**src/rtl/hold_ctrl.sv**
```systemverilog
// ============================================================================
// hold_ctrl : pipeline hazard/hold controller with external data-RAM grant
// Rev 1.0
// ============================================================================
`default_nettype none

module hold_ctrl #(
  parameter int RUN_MIN = 4,
  parameter int CNT_W   = 32
) (
  input  logic             i_Clk,
  input  logic             i_reset,
  input  logic [1:0]       i_hold_type,
  input  logic             i_jump_flag,
  input  logic [31:0]      i_jump_addr,
  input  logic             i_ext_req,
  output logic             o_jump_flag,
  output logic [31:0]      o_jump_addr,
  output logic             o_hold_pc,
  output logic             o_hold_if_id,
  output logic             o_flush_if_id,
  output logic             o_flush_id_ex,
  output logic             o_ext_ack,
  output logic [CNT_W-1:0] o_stall_cnt
);

  localparam int              RC_W      = (RUN_MIN > 0) ? $clog2(RUN_MIN + 1) : 1;
  localparam logic [RC_W-1:0] c_run_min = RC_W'(RUN_MIN);

  typedef enum logic [1:0] {
    ST_RUN    = 2'd0,
    ST_HOLD   = 2'd1,
    ST_RESUME = 2'd2
  } state_t;

  state_t           r_state;
  logic [RC_W-1:0]  r_run_cnt;
  logic             r_ext_ack;
  logic [CNT_W-1:0] r_stall_cnt;

  logic             w_jump_flag;
  logic [31:0]      w_jump_addr;
  logic             w_hold_pc;
  logic             w_hold_if_id;
  logic             w_flush_if_id;
  logic             w_flush_id_ex;
  logic             w_grant;

  // Branch beats load; HOLD and RESUME both freeze the front of the pipe.
  always_comb begin
    w_jump_flag   = 1'b0;
    w_jump_addr   = 32'd0;
    w_hold_pc     = 1'b0;
    w_hold_if_id  = 1'b0;
    w_flush_if_id = 1'b0;
    w_flush_id_ex = 1'b0;
    if (!i_reset) begin
      if (r_state == ST_RUN) begin
        if (i_hold_type[0] || i_jump_flag) begin
          w_jump_flag   = 1'b1;
          w_jump_addr   = i_jump_addr;
          w_flush_if_id = 1'b1;
          w_flush_id_ex = 1'b1;
        end else if (i_hold_type[1]) begin
          w_hold_pc     = 1'b1;
          w_hold_if_id  = 1'b1;
          w_flush_id_ex = 1'b1;
        end
      end else begin
        w_hold_pc     = 1'b1;
        w_hold_if_id  = 1'b1;
        w_flush_id_ex = 1'b1;
      end
    end
  end

  assign w_grant = (r_state == ST_RUN) && i_ext_req && (i_hold_type == 2'b00) &&
                   !i_jump_flag && (r_run_cnt >= c_run_min);

  always_ff @(posedge i_Clk) begin
    if (i_reset) begin
      r_state   <= ST_RUN;
      r_run_cnt <= c_run_min;
      r_ext_ack <= 1'b0;
    end else begin
      case (r_state)
        ST_RUN: begin
          if (r_run_cnt < c_run_min) begin
            r_run_cnt <= r_run_cnt + 1'b1;
          end
          if (w_grant) begin
            r_state   <= ST_HOLD;
            r_ext_ack <= 1'b1;
          end
        end
        ST_HOLD: begin
          if (!i_ext_req) begin
            r_state   <= ST_RESUME;
            r_ext_ack <= 1'b0;
          end
        end
        ST_RESUME: begin
          // Restart the anti-starvation window so the core gets RUN_MIN cycles.
          r_state   <= ST_RUN;
          r_run_cnt <= '0;
        end
        default: begin
          r_state   <= ST_RUN;
          r_ext_ack <= 1'b0;
        end
      endcase
    end
  end

  always_ff @(posedge i_Clk) begin
    if (i_reset) begin
      r_stall_cnt <= '0;
    end else if (w_hold_pc) begin
      r_stall_cnt <= r_stall_cnt + 1'b1;
    end
  end

  assign o_jump_flag   = w_jump_flag;
  assign o_jump_addr   = w_jump_addr;
  assign o_hold_pc     = w_hold_pc;
  assign o_hold_if_id  = w_hold_if_id;
  assign o_flush_if_id = w_flush_if_id;
  assign o_flush_id_ex = w_flush_id_ex;
  assign o_ext_ack     = r_ext_ack;
  assign o_stall_cnt   = r_stall_cnt;

endmodule

`default_nettype wire
```
**config.mk**
```make
export PLATFORM = sky130hd
export DESIGN_NAME = hold_ctrl
export DESIGN_NICKNAME = d
export VERILOG_FILES = /design/src/rtl/hold_ctrl.sv
export SDC_FILE = /design/constraint.sdc
export NUM_CORES = 1
export LEC_CHECK = 0
export BUFFER_PORTS_ARGS = -buffer_cell sky130_fd_sc_hd__clkbuf_2
export CAP_MARGIN = 15
export CORE_UTILIZATION = 46
export DETAILED_ROUTE_END_ITERATION = 6
export GPL_TIMING_DRIVEN = 0
export PLACE_DENSITY_LB_ADDON = 0.08
export SYNTH_ARGS = -nofsm -noshare
export SYNTH_HDL_FRONTEND = slang
export SYNTH_SLANG_ARGS = --single-unit
export TNS_END_PERCENT = 30
```
**constraint.sdc**
```tcl
create_clock -name i_Clk -period 2.6 [get_ports i_Clk]
set_input_delay 0.52 -clock i_Clk [delete_from_list [all_inputs] [get_ports i_Clk]]
set_output_delay 0.52 -clock i_Clk [all_outputs]
set_load 0.005 [all_outputs]
```
==> summary.md <==
The leakage power was 1.194 nW; the placement row count was 24. The post-synthesis instance area is 2123 um2. By area, the combinational part of the netlist is dominated by simple AND/OR/NAND/NOR gates. Synthesis produced a netlist with a net count of 301. The residual antenna-violating net count after detailed routing is 0, and the simple logic cell fraction of the synthesized area is 35.83%. The tools report the pin count of the biggest net entering global routing as 12.

The critical path goes through buf_2, clkbuf_1, clkbuf_1, nor2_1, buf_4, clkbuf_2. Setup repair after global routing left no endpoint under its margin. The tools report the global routing usage summed across all routing layers as 23.28%.

After clock tree synthesis, the clock-pin slew on the worst setup and hold paths is 0.07 ns. After synthesis, the share of flip-flops with an asynchronous set or reset is 0%. The area occupied by registers came out at 760.7 um2. Tracing the worst setup path back leads to its startpoint at i_reset. The power per unit of standard cell area is 390.9 nW/um2.

The routed design has 5752 um of wire. Dividing the detail-routed wire length by the instance count gives 13.50 um. Most used standard cell by instance count after synthesis: sky130_fd_sc_hd__dfxtp_1. The root buffer cell chosen for the clock tree is sky130_fd_sc_hd__clkbuf_8. The transition time at the pin with the least slew margin works out to 0.6264 ns.

The number of antenna violations at the first check in global routing is 0, and the synthesized area divided by synthesized cell count is 8.135 um2. The H-tree depth came out at 2. The biggest area contributor in the post-synthesis netlist is sky130_fd_sc_hd__dfxtp_1. The first global-routing pass estimated 9349 um of wire. At the end of routability-driven placement, the weighted congestion stood at 0.7815. Setup violations remaining at the end of the flow were counted as 0.

Number of endpoints with negative hold slack in the final report: 0. Measured against its own limit, the worst slew margin works out to 58.06%. Of the post-synthesis cell area, the part taken by muxes is 0.5303%. The critical path contains buffers and inverters numbering 5 combined. The number of nets at the end of the flow was 414; the residual overflow from global routing was 0. Sorting the synthesized cells by area gives the leading types as sky130_fd_sc_hd__dfxtp_1, sky130_fd_sc_hd__and2_1, sky130_fd_sc_hd__a21oi_1, sky130_fd_sc_hd__or4_1, sky130_fd_sc_hd__o31ai_1. The worst setup path is launched from a primary input. Of the post-synthesis cell area, the dominant cell type holds 35.83%. The quantity of I/O buffers inserted on ports works out to 106.

The routed layout has 2390 vias. Maximum buffer depth of the clock tree: 2. After synthesis, flip-flops and latches occupy 35.83% of the total area. For the via count of the first global-routing pass, the log shows 2035. In the final timing run, aggregate negative setup slack is 0 ns. The DRC violation count after routing was 0. The run gives 419 as the cell count after placement. Summing the areas of all compound-gate instances in the mapped netlist gives 19.03% of the synthesized area. TritonCTS built the clock tree. Counting distinct cell types in the post-synthesis netlist gives 42. The setup check on the worst reg-to-reg path leaves a slack of 0.57 ns. The total count of max-transition violations in the final report was 0; the delay of the slowest critical-path stage was 0.42 ns. Starting density of the core: 48.43%.

After synthesis, the most frequently instantiated cells are sky130_fd_sc_hd__dfxtp_1, sky130_fd_sc_hd__and2_1, sky130_fd_sc_hd__a21oi_1. The run gives 426 as the count of placed standard cells in the final layout, fillers left out. In this run the critical register-to-register path is captured at o_stall_cnt[22]. The adder and majority cell fraction of the synthesized area came out at 1.179%.

Internal power comes to 0.8379 mW. Summing all non-filler instances in the final layout gives an area of 2813 um2. The number of warning messages in the yosys log came out at 0. The startpoint identified for the worst register-to-register timing path is o_stall_cnt[6]. After layout, the worst path uses 94.37% of the clock period. For the worst flop-to-flop path, the logic depth is 4. From synthesis to final layout, the design area changed by 32.47%. In the synthesized netlist, the number of instances is 261. The data arrival time at the worst-slack endpoint is 1.93 ns.

The synthesized netlist devotes 2.887% of its cell area to XOR and XNOR gates. From bottom edge to top edge, the die measures 69.94 um. The mean number of vias per cell was 5.610.

The die is 69.94 um wide. The highest ir drop seen on vdd came out at 0.1781 mV. STA classifies the critical path endpoint as an output port. Most used flip-flop cell after synthesis: sky130_fd_sc_hd__dfxtp_1.

The number of DRC markers in iteration 0 was 87. Power comes to 1.100 mW. CTS saw 38 sinks.

The footprint of the multi-input gates is 1274 um2, and the number of flops mapped to enable cells by yosys is 0. During I/O placement, the number of pins put on the boundary was 108. The master of the slowest instance on the critical path was sky130_fd_sc_hd__clkbuf_1. The worst hold path belongs to the class primary input to flop.

The combinational fraction of design power came out at 11.8%. The flow ran to the end, and the final reports show no timing, DRC or antenna violations. Data on the critical path is required at its endpoint by 2.08 ns.

In this run, flip-flops and latches consume 53.5% of the power. Grouping stages by cell kind, the critical path spends the most delay in buffers and inverters. The critical path class is primary input to output port. The switching power as a share of total power was 23.79%; the final critical path time including I/O delays and setup was 2.454 ns. The most critical setup path has its endpoint at o_hold_pc. The total area inside the core boundary comes to 4384 um2. The clock network burns 34.7% of the power. The run gives 4 as the total iterations of the first detailed-routing run. Summed over all nets, the switching power comes to 0.2616 mW. The floorplan step defined a die boundary enclosing 4892 um2. In this run, synthesis produced a sequential element count of 38.

For the worst-case clock skew, the log shows 0.002454 ns. Once the clock tree was built, the setup fixing pass inserted 0 buffers. Counting buffers and inverters, the worst setup path is 6 cells deep. Based on the critical path, the design can be clocked at up to 0.4076 GHz. Max-capacitance violation count: 0.

Detailed placement finished with a half-perimeter wire length of 4333 um. The logs give 0.29 ns for the clock latency of the later-clocked register in the worst-skew pair and 5 for the number of buffers created by CTS. Filler cell count: 393. The library cell appearing most often on the critical path is sky130_fd_sc_hd__clkbuf_1. The number of antenna diodes in the final layout is 0.

Instance area at placement: 2719 um2. Along the worst path, the maximum fanout reaches 10. The proportion of layout cells with a drive suffix above 1 was 34.76%.
## final cells by class
cell class | instances | area share [%]
Buffer | 17 | 3.247
Clock buffer | 7 | 2.714
Inverter | 4 | 0.5338
Multi-Input combinational cell | 202 | 45.28
Sequential cell | 38 | 27.05
Tap cell | 52 | 2.313
Timing Repair Buffer | 106 | 18.86
## sequential cells by signal (all words and copies together), names as in the netlist
register / cells
o_stall_cnt: 32
o_ext_ack: 1
r_run_cnt: 3
r_state: 2
## cells in the final DEF, fill, tap and decap left out, types with 2 or more instances in the layout
master and count:
sky130_fd_sc_hd__nand2b_1 2, sky130_fd_sc_hd__nor2b_1 2, sky130_fd_sc_hd__and3_1 3, sky130_fd_sc_hd__o21ai_1 2, sky130_fd_sc_hd__ha_1 2, sky130_fd_sc_hd__nand3_1 6, sky130_fd_sc_hd__inv_1 4, sky130_fd_sc_hd__or4_1 18
sky130_fd_sc_hd__or4b_2 2, sky130_fd_sc_hd__or3_1 4, sky130_fd_sc_hd__nand2_1 13, sky130_fd_sc_hd__o31ai_1 16, sky130_fd_sc_hd__dfxtp_1 38, sky130_fd_sc_hd__and2_1 34, sky130_fd_sc_hd__clkbuf_8 5, sky130_fd_sc_hd__o211ai_1 3
sky130_fd_sc_hd__xor2_1 6, sky130_fd_sc_hd__and4_1 4, sky130_fd_sc_hd__clkbuf_2 106, sky130_fd_sc_hd__nor2_1 16, sky130_fd_sc_hd__buf_4 2, sky130_fd_sc_hd__clkbuf_1 8, sky130_fd_sc_hd__o41ai_1 2, sky130_fd_sc_hd__buf_2 7
sky130_fd_sc_hd__o2111ai_1 4, sky130_fd_sc_hd__o21ai_0 8, sky130_fd_sc_hd__nor3_1 5, sky130_fd_sc_hd__nand4_1 8, sky130_fd_sc_hd__a21oi_1 27
## timing repair
item | CTS | global route
pin swaps | 0 | 1
endpoints found under the setup margin | 31 | 30
gates resized for setup | 3 | 8
hold buffers | 0 | 0
## how the worst min path moves through the flow
stage                               start         endpoint  slack, ns  depth (start not counted)
after floorplan           o_stall_cnt[31]  o_stall_cnt[31]       0.47                          2
after global placement          o_ext_ack        o_ext_ack       0.47                          2
after detailed placement        o_ext_ack        o_ext_ack       0.48                          2
after CTS                       i_ext_req       r_state[1]       0.42                          2
after global routing            i_ext_req       r_state[1]       0.42                          2
final                           i_ext_req       r_state[1]       0.42                          2
## metrics by stage
step                      setup slack [ns]  hold slack [ns]  utilization [%]
after floorplan                     0.4665           0.4682                -
after global placement              0.1012           0.4742            62.01
after detailed placement           0.06230           0.4820            62.01
after global routing               0.01789           0.4203            64.16
after CTS                          0.01314           0.4227            64.04
final                               0.1464           0.4239            64.16
## per-layer routing
metal,vias up,track usage [%],part of all wire (%)
met5,-,0,0
met4,0,6.222,0.89
met3,7,4.762,6.2
met2,95,40.92,49
met1,1094,28.79,44
li1,1194,-,-
## logic make-up after synthesis
| logic type | after synthesis |
|---|---|
| simple gates | 127 |
| flops | 38 |
| xor+xnor | 7 |
| buf+inv | 21 |
| compound gates | 65 |
| mux | 1 |
| fa+ha+maj | 2 |
## power groups by stage
| stage | Sequential [mW] | Combinational, mW | Clock, mW |
|---|---|---|---|
| floorplan | 0.601 | 0.0575 | 0 |
| global placement | 0.602 | 0.126 | 0 |
| detailed placement | 0.602 | 0.127 | 0 |
| CTS | 0.588 | 0.131 | 0.387 |
| global route | 0.588 | 0.143 | 0.419 |
| finish | 0.588 | 0.130 | 0.381 |
Note: power is estimated with default switching activity, not from simulation.
